==> src/rtl/dmem_arb_pkg.sv <==
// Shared types and constants for the data-memory arbiter.
//   state_e     : sequencing FSM states
//   ID_CPU/ID_DBG : requester identifiers used for grant_id and ownership
//   MEM_LAT_*   : legal memory read-latency range, LAT_CNT_W sized to hold the max
package dmem_arb_pkg;

  typedef enum logic [1:0] {
    IDLE  = 2'd0,
    ISSUE = 2'd1,
    WAIT  = 2'd2,
    RESP  = 2'd3
  } state_e;

  localparam logic ID_CPU = 1'b0;
  localparam logic ID_DBG = 1'b1;

  localparam int unsigned MEM_LAT_MIN = 1;
  localparam int unsigned MEM_LAT_MAX = 4;
  localparam int unsigned LAT_CNT_W   = $clog2(MEM_LAT_MAX + 1);

endpackage

==> src/rtl/dmem_arbiter_arb2.sv <==
// arb2: two-way winner selection for the arbiter's IDLE state.
// Ports:
//   clk, rst (async active-low), hs_i : only present with DMEM_ARB_RR_EN (pointer update)
//   cpu_valid_i, dbg_valid_i          : pending requests
//   win_valid_o                       : at least one request pending
//   win_id_o                          : winning requester (ID_CPU / ID_DBG)
// DMEM_ARB_RR_EN defined: round-robin between simultaneous requests.
// DMEM_ARB_RR_EN undefined: cpu has fixed priority.
module arb2
  import dmem_arb_pkg::*;
(
`ifdef DMEM_ARB_RR_EN
  input  logic clk,
  input  logic rst,
  input  logic hs_i,
`endif
  input  logic cpu_valid_i,
  input  logic dbg_valid_i,
  output logic win_valid_o,
  output logic win_id_o
);

  assign win_valid_o = cpu_valid_i | dbg_valid_i;

`ifdef DMEM_ARB_RR_EN
  // Pointer favours the requester not granted last; moves only on handshake.
  logic pref_dbg_q;

  always_ff @(posedge clk or negedge rst) begin
    if (!rst) begin
      pref_dbg_q <= 1'b0;
    end else if (hs_i) begin
      pref_dbg_q <= (win_id_o == ID_CPU);
    end
  end

  always_comb begin
    if (cpu_valid_i && dbg_valid_i) begin
      win_id_o = pref_dbg_q ? ID_DBG : ID_CPU;
    end else begin
      win_id_o = cpu_valid_i ? ID_CPU : ID_DBG;
    end
  end
`else
  assign win_id_o = cpu_valid_i ? ID_CPU : ID_DBG;
`endif

endmodule

==> src/rtl/dmem_arbiter.sv <==
// dmem_arbiter: shares a single-port data memory between the cpu load/store
// path and a debug/loader port. One request at a time: accept, issue one
// mem_en cycle, wait MEM_LAT cycles on reads, pulse the owner's rsp_valid.
// Ports:
//   clk, rst (async active-low)
//   cpu_req_* / dbg_req_* : valid/ready request (we, addr, wdata)
//   cpu_rsp_* / dbg_rsp_* : one-cycle completion pulse + held read data
//   mem_*                 : memory strobe, write enable, address, data
//   busy, grant_id        : non-IDLE flag, owner of current/last transaction
// Build option: DMEM_ARB_RR_EN selects round-robin instead of cpu priority.
// MEM_LAT legal range is MEM_LAT_MIN..MEM_LAT_MAX.
module dmem_arbiter
  import dmem_arb_pkg::*;
#(
  parameter int unsigned ADDR_W  = 32,
  parameter int unsigned DATA_W  = 32,
  parameter int unsigned MEM_LAT = 1
) (
  input  logic              clk,
  input  logic              rst,
  input  logic              cpu_req_valid,
  output logic              cpu_req_ready,
  input  logic              cpu_req_we,
  input  logic [ADDR_W-1:0] cpu_req_addr,
  input  logic [DATA_W-1:0] cpu_req_wdata,
  output logic              cpu_rsp_valid,
  output logic [DATA_W-1:0] cpu_rsp_rdata,
  input  logic              dbg_req_valid,
  output logic              dbg_req_ready,
  input  logic              dbg_req_we,
  input  logic [ADDR_W-1:0] dbg_req_addr,
  input  logic [DATA_W-1:0] dbg_req_wdata,
  output logic              dbg_rsp_valid,
  output logic [DATA_W-1:0] dbg_rsp_rdata,
  output logic              mem_en,
  output logic              mem_we,
  output logic [ADDR_W-1:0] mem_addr,
  output logic [DATA_W-1:0] mem_wdata,
  input  logic [DATA_W-1:0] mem_rdata,
  output logic              busy,
  output logic              grant_id
);

  state_e                 state_q, state_d;
  logic                   we_q, we_d;
  logic [ADDR_W-1:0]      addr_q, addr_d;
  logic [DATA_W-1:0]      wdata_q, wdata_d;
  logic                   owner_q, owner_d;
  logic [LAT_CNT_W-1:0]   cnt_q, cnt_d;
  logic [DATA_W-1:0]      cpu_rdata_q, cpu_rdata_d;
  logic [DATA_W-1:0]      dbg_rdata_q, dbg_rdata_d;

  logic idle;
  logic win_valid;
  logic win_id;
  logic hs;

  assign idle = (state_q == IDLE);
  // rst gates the handshake so nothing is accepted before the first edge with rst high.
  assign hs   = rst & idle & win_valid;

  arb2 u_arb2 (
`ifdef DMEM_ARB_RR_EN
    .clk         (clk),
    .rst         (rst),
    .hs_i        (hs),
`endif
    .cpu_valid_i (cpu_req_valid),
    .dbg_valid_i (dbg_req_valid),
    .win_valid_o (win_valid),
    .win_id_o    (win_id)
  );

  assign cpu_req_ready = hs & (win_id == ID_CPU);
  assign dbg_req_ready = hs & (win_id == ID_DBG);

  // State and latched-transaction registers.
  always_ff @(posedge clk or negedge rst) begin
    if (!rst) begin
      state_q     <= IDLE;
      we_q        <= 1'b0;
      addr_q      <= '0;
      wdata_q     <= '0;
      owner_q     <= ID_CPU;
      cnt_q       <= '0;
      cpu_rdata_q <= '0;
      dbg_rdata_q <= '0;
    end else begin
      state_q     <= state_d;
      we_q        <= we_d;
      addr_q      <= addr_d;
      wdata_q     <= wdata_d;
      owner_q     <= owner_d;
      cnt_q       <= cnt_d;
      cpu_rdata_q <= cpu_rdata_d;
      dbg_rdata_q <= dbg_rdata_d;
    end
  end

  // Next-state and capture logic.
  always_comb begin
    state_d     = state_q;
    we_d        = we_q;
    addr_d      = addr_q;
    wdata_d     = wdata_q;
    owner_d     = owner_q;
    cnt_d       = cnt_q;
    cpu_rdata_d = cpu_rdata_q;
    dbg_rdata_d = dbg_rdata_q;
    case (state_q)
      IDLE: begin
        if (hs) begin
          state_d = ISSUE;
          owner_d = win_id;
          we_d    = (win_id == ID_DBG) ? dbg_req_we    : cpu_req_we;
          addr_d  = (win_id == ID_DBG) ? dbg_req_addr  : cpu_req_addr;
          wdata_d = (win_id == ID_DBG) ? dbg_req_wdata : cpu_req_wdata;
        end
      end
      ISSUE: begin
        if (we_q) begin
          state_d = RESP;
        end else begin
          state_d = WAIT;
          cnt_d   = LAT_CNT_W'(MEM_LAT);
        end
      end
      WAIT: begin
        cnt_d = cnt_q - LAT_CNT_W'(1);
        if (cnt_q == LAT_CNT_W'(1)) begin
          state_d = RESP;
          if (owner_q == ID_DBG) dbg_rdata_d = mem_rdata;
          else                   cpu_rdata_d = mem_rdata;
        end
      end
      RESP:    state_d = IDLE;
      default: state_d = IDLE;
    endcase
  end

  // Outputs decode registered state only; memory bus is zeroed outside ISSUE.
  assign mem_en        = (state_q == ISSUE);
  assign mem_we        = mem_en & we_q;
  assign mem_addr      = mem_en ? addr_q  : '0;
  assign mem_wdata     = mem_en ? wdata_q : '0;
  assign cpu_rsp_valid = (state_q == RESP) & (owner_q == ID_CPU);
  assign dbg_rsp_valid = (state_q == RESP) & (owner_q == ID_DBG);
  assign cpu_rsp_rdata = cpu_rdata_q;
  assign dbg_rsp_rdata = dbg_rdata_q;
  assign busy          = ~idle;
  assign grant_id      = owner_q;

endmodule

==> config.mk <==
export PLATFORM = sky130hd
export DESIGN_NAME = dmem_arbiter
export DESIGN_NICKNAME = d
export VERILOG_FILES = /design/src/rtl/dmem_arb_pkg.sv /design/src/rtl/dmem_arbiter_arb2.sv /design/src/rtl/dmem_arbiter.sv
export SDC_FILE = /design/constraint.sdc
export NUM_CORES = 1
export LEC_CHECK = 0
export BUFFER_PORTS_ARGS = -buffer_cell sky130_fd_sc_hd__buf_2
export CAP_MARGIN = 25
export CORE_UTILIZATION = 43
export CTS_BUF_LIST = sky130_fd_sc_hd__clkbuf_8
export DETAILED_ROUTE_END_ITERATION = 6
export MAX_ROUTING_LAYER = met4
export PLACE_DENSITY = 0.79
export SYNTH_ARGS = -nofsm -noshare
export SYNTH_HDL_FRONTEND = slang
export SYNTH_HIERARCHICAL = 1
export SYNTH_SLANG_ARGS = --single-unit
==> constraint.sdc <==
create_clock -name clk -period 1.8 [get_ports clk]
set_input_delay 0.09 -clock clk [delete_from_list [all_inputs] [get_ports clk]]
set_output_delay 0.09 -clock clk [all_outputs]
set_load 0.01 [all_outputs]
Word-level counts from Yosys, hierarchy flattened. Cells that the tools add are included.

Output and inout bits: 136. Register bits: 135.

Reduce and logical (&&, ||, !) cells: 7. $add $sub $neg: 1. Bitwise gates (word level): 10. Equal/unequal tests: 7. Mux-type cells: 12.

Operator list (count): 2-to-1 mux 32 bit (4); case mux 2 bit (4 select lines) (1); AND 1 bit (7); case mux 3 bit (2 select lines) (1); AND reduction 2 bit (3); AND reduction 3 bit (2); equality test 2 bit (second input constant) (2); 2-to-1 mux 2 bit (2); inequality test 2 bit (second input constant) (2); equality test 3 x 1 -> 1 bit (second input constant) (1); 2-to-1 mux 1 bit (3); 2-to-1 mux 3 bit (1); subtractor 3 x 1 -> 3 bit (second input constant) (1); equality test 2 x 1 -> 1 bit (second input constant) (1); zero test 2 bit (1); inequality test 2 x 1 -> 1 bit (second input constant) (1); NOT 1 bit (2); nonzero test 2 bit (1); bitwise OR 1 bit (1).

Longest topological paths before layout. Gate-level depths: netlist (run 1).

Depth in word-level cells: 5. Depth in mapped cells: 7. Gate-level depth less buffers: 5.

Modules after synthesis. The synthesis (run 1) kept the hierarchy.

By module, submodules not included: dmem_arbiter (instances 1, area each 6228.5 µm², cells each 532, sequential area each 3378.2 µm²); arb2 (instances 1, area each 10.0 µm², cells each 2, sequential area each 0.0 µm²).

Least setup slack after synthesis (run 1). No wires, ideal clock.

Path kind: reg-to-reg. From: reg state_q[0]. To: reg cpu_rdata_q[10], in the netlist cpu_rsp_rdata[10]. Path slack: 0.095 ns. Arrival time: 1.580 ns. Required time: 1.675 ns. Period minus slack after synthesis: 1.705 ns. Buffers on the path: 1. Stages on the path, launching flop included: 6. Setup time: 0.125 ns. Path through: dfrtp_1 > inv_1 > ha_1 > nor3b_4 > buf_6 > mux2_2.

Cells in the longest elaborated chain, start to end: 2.

Ends and longest elaborated chain: from (decl) (line dmem_arbiter.sv:44) `state_e state_q, state_d;`; from (signal assigned) (line dmem_arbiter.sv:89) `state_q <= state_d;`; equality test 2 bit (line dmem_arbiter.sv:110) `case (state_q)`; AND reduction 3 bit (no line); to (signal assigned) (line dmem_arbiter.sv:95) `cpu_rdata_q <= cpu_rdata_d;`; to (decl) (line dmem_arbiter.sv:50) `logic [DATA_W-1:0] cpu_rdata_q, cpu_rdata_d;`.

No other way between the ends. A chain may end at the register's enable or synchronous reset.

Worst setup path after layout (run 1).
From: reg state_q[0]. To: out mem_addr[16].

Cells in the longest elaborated chain, start to end: 2.

Ends and longest elaborated chain: equality test 2 x 1 -> 1 bit (line dmem_arbiter.sv:142) `assign mem_en = (state_q == ISSUE);`; 2-to-1 mux 32 bit (line dmem_arbiter.sv:144) `assign mem_addr = mem_en ? addr_q : '0;`; to (decl) (line dmem_arbiter.sv:37) `output logic [ADDR_W-1:0] mem_addr,`.

No other way between the ends.

==> results.json, run 1 <==
{
  "rsz0062_at_grt": "yes",
  "yosysTopAreaCell": "dfrtp_1",
  "grt_max_degree": 114,
  "cts_sinks": 135,
  "synth_seq_cells": 135,
  "clock_latency_ns": 0.43,
  "synth_area_leaders": "dfrtp_1 (54%), mux2_2 (12%), mux2i_1 (10%), and2_1 (6.5%), o21ai_0 (5.4%)",
  "hold_slack_ns": 0.03438,
  "ioPinCount": 302,
  "ys_seq_area_share_pct": 54.15,
  "fin_nets": 1179,
  "p_leak_nw": 5.338,
  "cts_buffer_depth": 2,
  "finalHoldViolations": 0,
  "drc_errors": 0,
  "fin_util_pct": 73.51,
  "vias": 6025,
  "grt_pass1_vias": 6316,
  "rows": 43,
  "r2r_cells": 6,
  "wirelength_um": 20280,
  "core_area_um2": 14040,
  "overflow": 0,
  "synthesis.nets": 707,
  "path_delay_family": "buffers and inverters",
  "synth_edf_count": 0,
  "status": "complete, no violations",
  "grt_antenna_before_repair": 0,
  "drv_slew": 0,
  "clock-skew-final_ns": 0.01135,
  "relSlewSlack_pct": 56.72,
  "gp_congestion": 0.8108,
  "worst_pin_slew_ns": 0.6492,
  "cp-end-kind": "output port",
  "synth_top_area_share_pct": 54.15,
  "crit_start": "state_q[0]",
  "path_buf_inv": 3,
  "hold_path_depth": 3,
  "yosys-top-cells-count": "dfrtp_1 (135), nand2_1 (68), o21ai_0 (67)",
  "arrival_ns": 1.65,
  "cp_max_fo": 34,
  "r2r_end": "cpu_rsp_rdata[0]",
  "cap_violations": 0,
  "async_flop_share_pct": 100.0,
  "worstPathRequired_ns": 1.71,
  "drt_iter0_drc": 318,
  "cts_buffers": 17,
  "fmax_ghz": 0.5744,
  "clock-root-buffer": "clkbuf_8",
  "drive_gt1_share_pct": 42.98,
  "r2r_slack_ns": 0.07,
  "synthCells": 534,
  "die_y_um": 122.5,
  "regArea_um2": 3378,
  "grt_first_pass_wirelength_um": 30460,
  "crit_path_top_delay_cell": "dfrtp_1",
  "postSynthAreaPerCell_um2": 11.68,
  "worstSetupPathType": "register to output port",
  "dr.pass1.iters": 4,
  "port_buffers": 301,
  "die_w_um": 122.5,
  "wire_per_inst_um": 16.90,
  "mappedNetlistArea_um2": 6238,
  "grtUsageTotal_pct": 27.61,
  "netlist-cell-type-count": 27,
  "p_per_area_nw_per_um2": 1393,
  "hp-class": "primary input to register",
  "r2r-start": "state_q[1]",
  "cp_cell_sequence": "buf_4 > ha_4 > buf_12 > and2_1 > buf_2",
  "hold_start": "dbg_req_wdata[5]",
  "synth.most_common_cell": "dfrtp_1",
  "final.min_clock_period_ns": 1.741,
  "num-fill-cells": 912,
  "max_stage_delay_ns": 0.39,
  "setup_viol": 0,
  "initial_core_util_pct": 44.43,
  "syn2layout_area_growth_pct": 65.46,
  "dpl.hpwl_um": 10920,
  "fin_crit_sh_pct": 96.73,
  "multi_input_area_um2": 2694,
  "clk_pin_slew_ns": 0.07,
  "via_per_inst": 5.021,
  "postRouteAntennaNets": 0,
  "htree_num_levels": 4,
  "dieArea_um2": 14990,
  "yosysWarnings": 6,
  "min_to": "wdata_q[5]",
  "total_power_w": 0.01438,
  "cp-start-kind": "register",
  "cts_tree": "built",
  "vdd_drop_max_uv": 538.2,
  "synth_ff_type": "dfrtp_1"
}
==> cell type report <==
| type | count | share of cell area [%] |
|---|---|---|
| repair buffers | 488 | 33.95 |
| flip-flops and latches | 135 | 32.73 |
| multi-input cells | 356 | 26.10 |
| clock buffers | 19 | 2.533 |
| clock inverters | 13 | 2.182 |
| well taps | 180 | 2.182 |
| inverters | 8 | 0.3030 |
| diodes | 1 | 0.02424 |
==> routing by layer <==
| metal | routed length [um] | global-route usage [%] |
|---|---|---|
| met1 | 7456 | 28.27 |
| met2 | 10730 | 48.84 |
| met3 | 1335 | 6.459 |
| met4 | 760 | 14.56 |
| met5 | 0 | - |
==> registers in the layout (all words and copies together), names as in the netlist <==
signal	flops
addr_q	32
cpu_rsp_rdata	32
dbg_rsp_rdata	32
wdata_q	32
cnt_q	3
state_q	2
grant_id	1
we_q	1
==> where the power goes <==
| part | total, W | internal, W | switching (W) | leakage, nW |
|---|---|---|---|---|
| clock network | 0.00304 | 0.00186 | 0.00118 | 0.245 |
| logic | 0.00607 | 0.00311 | 0.00297 | 3.44 |
| registers | 0.00527 | 0.00449 | 0.000782 | 1.65 |
==> repair_timing <==
item | CTS | global route
endpoints found under the setup margin | 66 | 81
hold buffers | 161 | 0
pin swaps | 0 | 1
buffers inserted | 3 | 8
endpoints found under the hold margin | 264 | 0
cloned | 2 | 2
resized for setup | 8 | 10
==> worst reg2reg max path: cells and delay by family, from the launching register on <==
kind / cells / cell delay, ns
buf+inv: 3 / 0.44
flops: 1 / 0.36
mux: 1 / 0.36
simple gates: 1 / 0.24
fa+ha+maj: 1 / 0.22
==> worst max-delay path by stage <==
stage,end,slack (ns),cells after the start
2_1_floorplan,cpu_rsp_rdata[10],0.09,5
4_1_cts,mem_wdata[13],0.005,5
3_3_place_gp,cpu_rsp_rdata[9],0.15,6
3_5_place_dp,cpu_rsp_rdata[0],0.1,6
5_1_grt,mem_addr[8],-0.02,5
6_report,mem_addr[16],0.06,5
==> logic make-up (layout without fill, tap and decap cells) <==
family                     after synthesis  count (layout)  share of synthesized area, %
muxes                                  131             131                         22.34
buffers and inverters                   43             528                         3.710
adders and majority gates                7               7                         1.404
AOI/OAI and AO/OA                       75              75                         6.438
and+or+nand+nor                        143             143                         11.95
other                                    0               1                             0
DFF                                    135             135                         54.15
==> cell usage in the layout, fill, tap and decap left out, types with 3 or more instances in the layout <==
cell and instances:
ha_4 3, mux2_2 66, buf_4 13, dfrtp_1 135, inv_1 7, buf_12 8, buf_6 3, mux2i_1 65
nand2_1 68, bufinv_16 6, and2_1 63, dlygate4sd3_1 161, o21ai_0 67, ha_1 4, clkbuf_8 19, buf_2 299
==> metrics by stage <==
step	instances	setup TNS, ns	area (um2)	setup WS [ns]
global route	1199	-0.1396	10320	-0.02014
global placement	991	0	7961	0.1465
detailed placement	991	0	7961	0.09671
finish	1200	0	10320	0.05890
CTS	1189	0	10180	0.005168
floorplan	534	0	6238	0.09481
(Power assumes the default switching activity.)
==> inputs of run 2 (changes only) <==
--- a/config.mk
+++ b/config.mk
@@ -11,7 +11,7 @@
 export CTS_BUF_LIST = sky130_fd_sc_hd__clkbuf_8
 export DETAILED_ROUTE_END_ITERATION = 6
 export MAX_ROUTING_LAYER = met4
-export PLACE_DENSITY = 0.79
+export PLACE_DENSITY = 0.81
 export SYNTH_ARGS = -nofsm -noshare
 export SYNTH_HDL_FRONTEND = slang
 export SYNTH_HIERARCHICAL = 1
==> run 2 against run 1 <==
Net effect:
- via count about the same
- die area unchanged
- highest routed layer unchanged
- total power about the same
- critical path depth unchanged
- core utilization up 0.48 points
- register-to-register slack about the same
==> results.json, run 2 (synthesized netlist as in run 1, its figures left out) <==
{
  "r2r_end": "cpu_rsp_rdata[2]",
  "vdd_drop_max_uv": 588.7,
  "total_power_w": 0.01439,
  "overflow": 0,
  "fin_util_pct": 73.99,
  "cap_violations": 0,
  "syn2layout_area_growth_pct": 66.55,
  "grt_max_degree": 134,
  "final_common_cell": "buf_2",
  "wire_per_inst_um": 17.63,
  "postRouteAntennaNets": 0,
  "drt_iter0_drc": 287,
  "relSlewSlack_pct": 51.36,
  "initial_core_util_pct": 44.43,
  "grtUsageTotal_pct": 27.39,
  "port_buffers": 301,
  "cp-end-kind": "output port",
  "htree_num_levels": 4,
  "grt_antenna_before_repair": 0,
  "vias": 6027,
  "final_cell_mix": "buf_2 (282), dlygate4sd3_1 (163), dfrtp_1 (135)",
  "core_area_um2": 14040,
  "final.min_clock_period_ns": 1.749,
  "setup_viol": 0,
  "rows": 43,
  "cts_tree": "built",
  "worst_pin_slew_ns": 0.7296,
  "drc_errors": 0,
  "via_per_inst": 5.044,
  "p_leak_nw": 5.314,
  "cp-start-kind": "register",
  "r2r-start": "cnt_q[1]",
  "r2r_slack_ns": 0.06,
  "r2r_cells": 7,
  "fmax_ghz": 0.5718,
  "clk_pin_slew_ns": 0.08,
  "grt_pass1_vias": 6238,
  "die_w_um": 122.5,
  "fin_nets": 1175,
  "antenna_cells": 0,
  "clock-root-buffer": "clkbuf_8",
  "fin_crit_sh_pct": 97.17,
  "crit_start": "state_q[0]",
  "cts_sinks": 135,
  "rsz0062_at_grt": "yes",
  "clock_latency_ns": 0.43,
  "drv_slew": 0,
  "ioPinCount": 302,
  "num-fill-cells": 838,
  "status": "complete, no violations",
  "drive_gt1_share_pct": 43.94,
  "hp-class": "primary input to register",
  "gp_congestion": 0.7976,
  "worstPathRequired_ns": 1.71,
  "worstSetupPathType": "register to output port",
  "cp_max_fo": 34,
  "crit_end": "mem_addr[20]",
  "wirelength_um": 21070,
  "arrival_ns": 1.66,
  "die_y_um": 122.5,
  "cts_buffer_depth": 2,
  "grt_first_pass_wirelength_um": 30520,
  "dpl.hpwl_um": 10760,
  "p_per_area_nw_per_um2": 1385,
  "finalHoldViolations": 0,
  "clock-skew-final_ns": 0.007739,
  "dr.pass1.iters": 7,
  "dieArea_um2": 14990,
  "cts_buffers": 17
}
==> run 2: changes by cell type in the layout (fill, tap and decap cells not counted), sizes merged, moves of 2 or more <==
| cell | previous run | this run |
|---|---|---|
| bufinv | 6 | 4 |
| clkinv | 2 | 7 |
| buf | 324 | 317 |
| dlygate4sd3 | 161 | 163 |
| bufbuf | 2 | 0 |
==> run 2: critical path, stage by stage, from the launching register on <==
cell	delay (ns)
dfrtp_1	0.40
buf_6	0.14
ha_4	0.19
buf_12	0.17
and2_1	0.17
buf_2	0.14
==> run 2: cell type report <==
class / count / area (um2) / area share (%)
Clock buffer: 17 / 234.0 / 2.252
Sequential cell: 135 / 3378 / 32.51
Timing Repair Buffer: 484 / 3593 / 34.59
Clock inverter: 15 / 201.4 / 1.939
Multi-Input combinational cell: 356 / 2726 / 26.24
Tap cell: 180 / 225.2 / 2.168
Inverter: 8 / 31.28 / 0.3011
==> run 2: layer usage <==
layer	up-vias	share of wire (%)	GRT usage [%]
met3	51	7.0	6.041
met2	313	53	48.17
met4	0	2.5	10.82
met1	2910	38	29.96
li1	2753	-	-
met5	-	0	-
==> run 2: through the flow <==
step | setup TNS (ns) | cells | hold WS, ns | worst slack (ns) | cell area, um2
after detailed placement | 0 | 992 | -0.1147 | 0.1099 | 7981
after global placement | 0 | 992 | -0.1164 | 0.1473 | 7981
after floorplan | 0 | 534 | -0.2056 | 0.09481 | 6238
after CTS | 0 | 1186 | 0.003679 | 0.006559 | 10070
final | 0 | 1195 | 0.01259 | 0.05100 | 10390
after global routing | -1.165 | 1195 | 0.02871 | -0.04975 | 10390
==> run 2: power by group <==
| part | internal, W | switching [W] |
|---|---|---|
| sequential | 0.00449 | 0.000857 |
| combinational | 0.00324 | 0.00305 |
| clock | 0.00152 | 0.00124 |
==> run 2: how the worst min path moves through the flow <==
stage | start | endpoint | depth (start not counted)
final | cpu_req_wdata[8] | wdata_q[8] | 3
after global routing | cpu_req_wdata[8] | wdata_q[8] | 3
after CTS | rst | state_q[0] | 2
after detailed placement | rst | state_q[1] | 1
after global placement | rst | state_q[1] | 1
after floorplan | rst | addr_q[0] | 0
==> run 2: timing repair <==
item	4_1_cts	5_1_grt
gates resized for setup	8	40
hold endpoints to repair	263	1
cloned	0	4
pin swaps	0	4
hold buffers	161	2
setup endpoints to repair	66	73
setup buffers	1	3
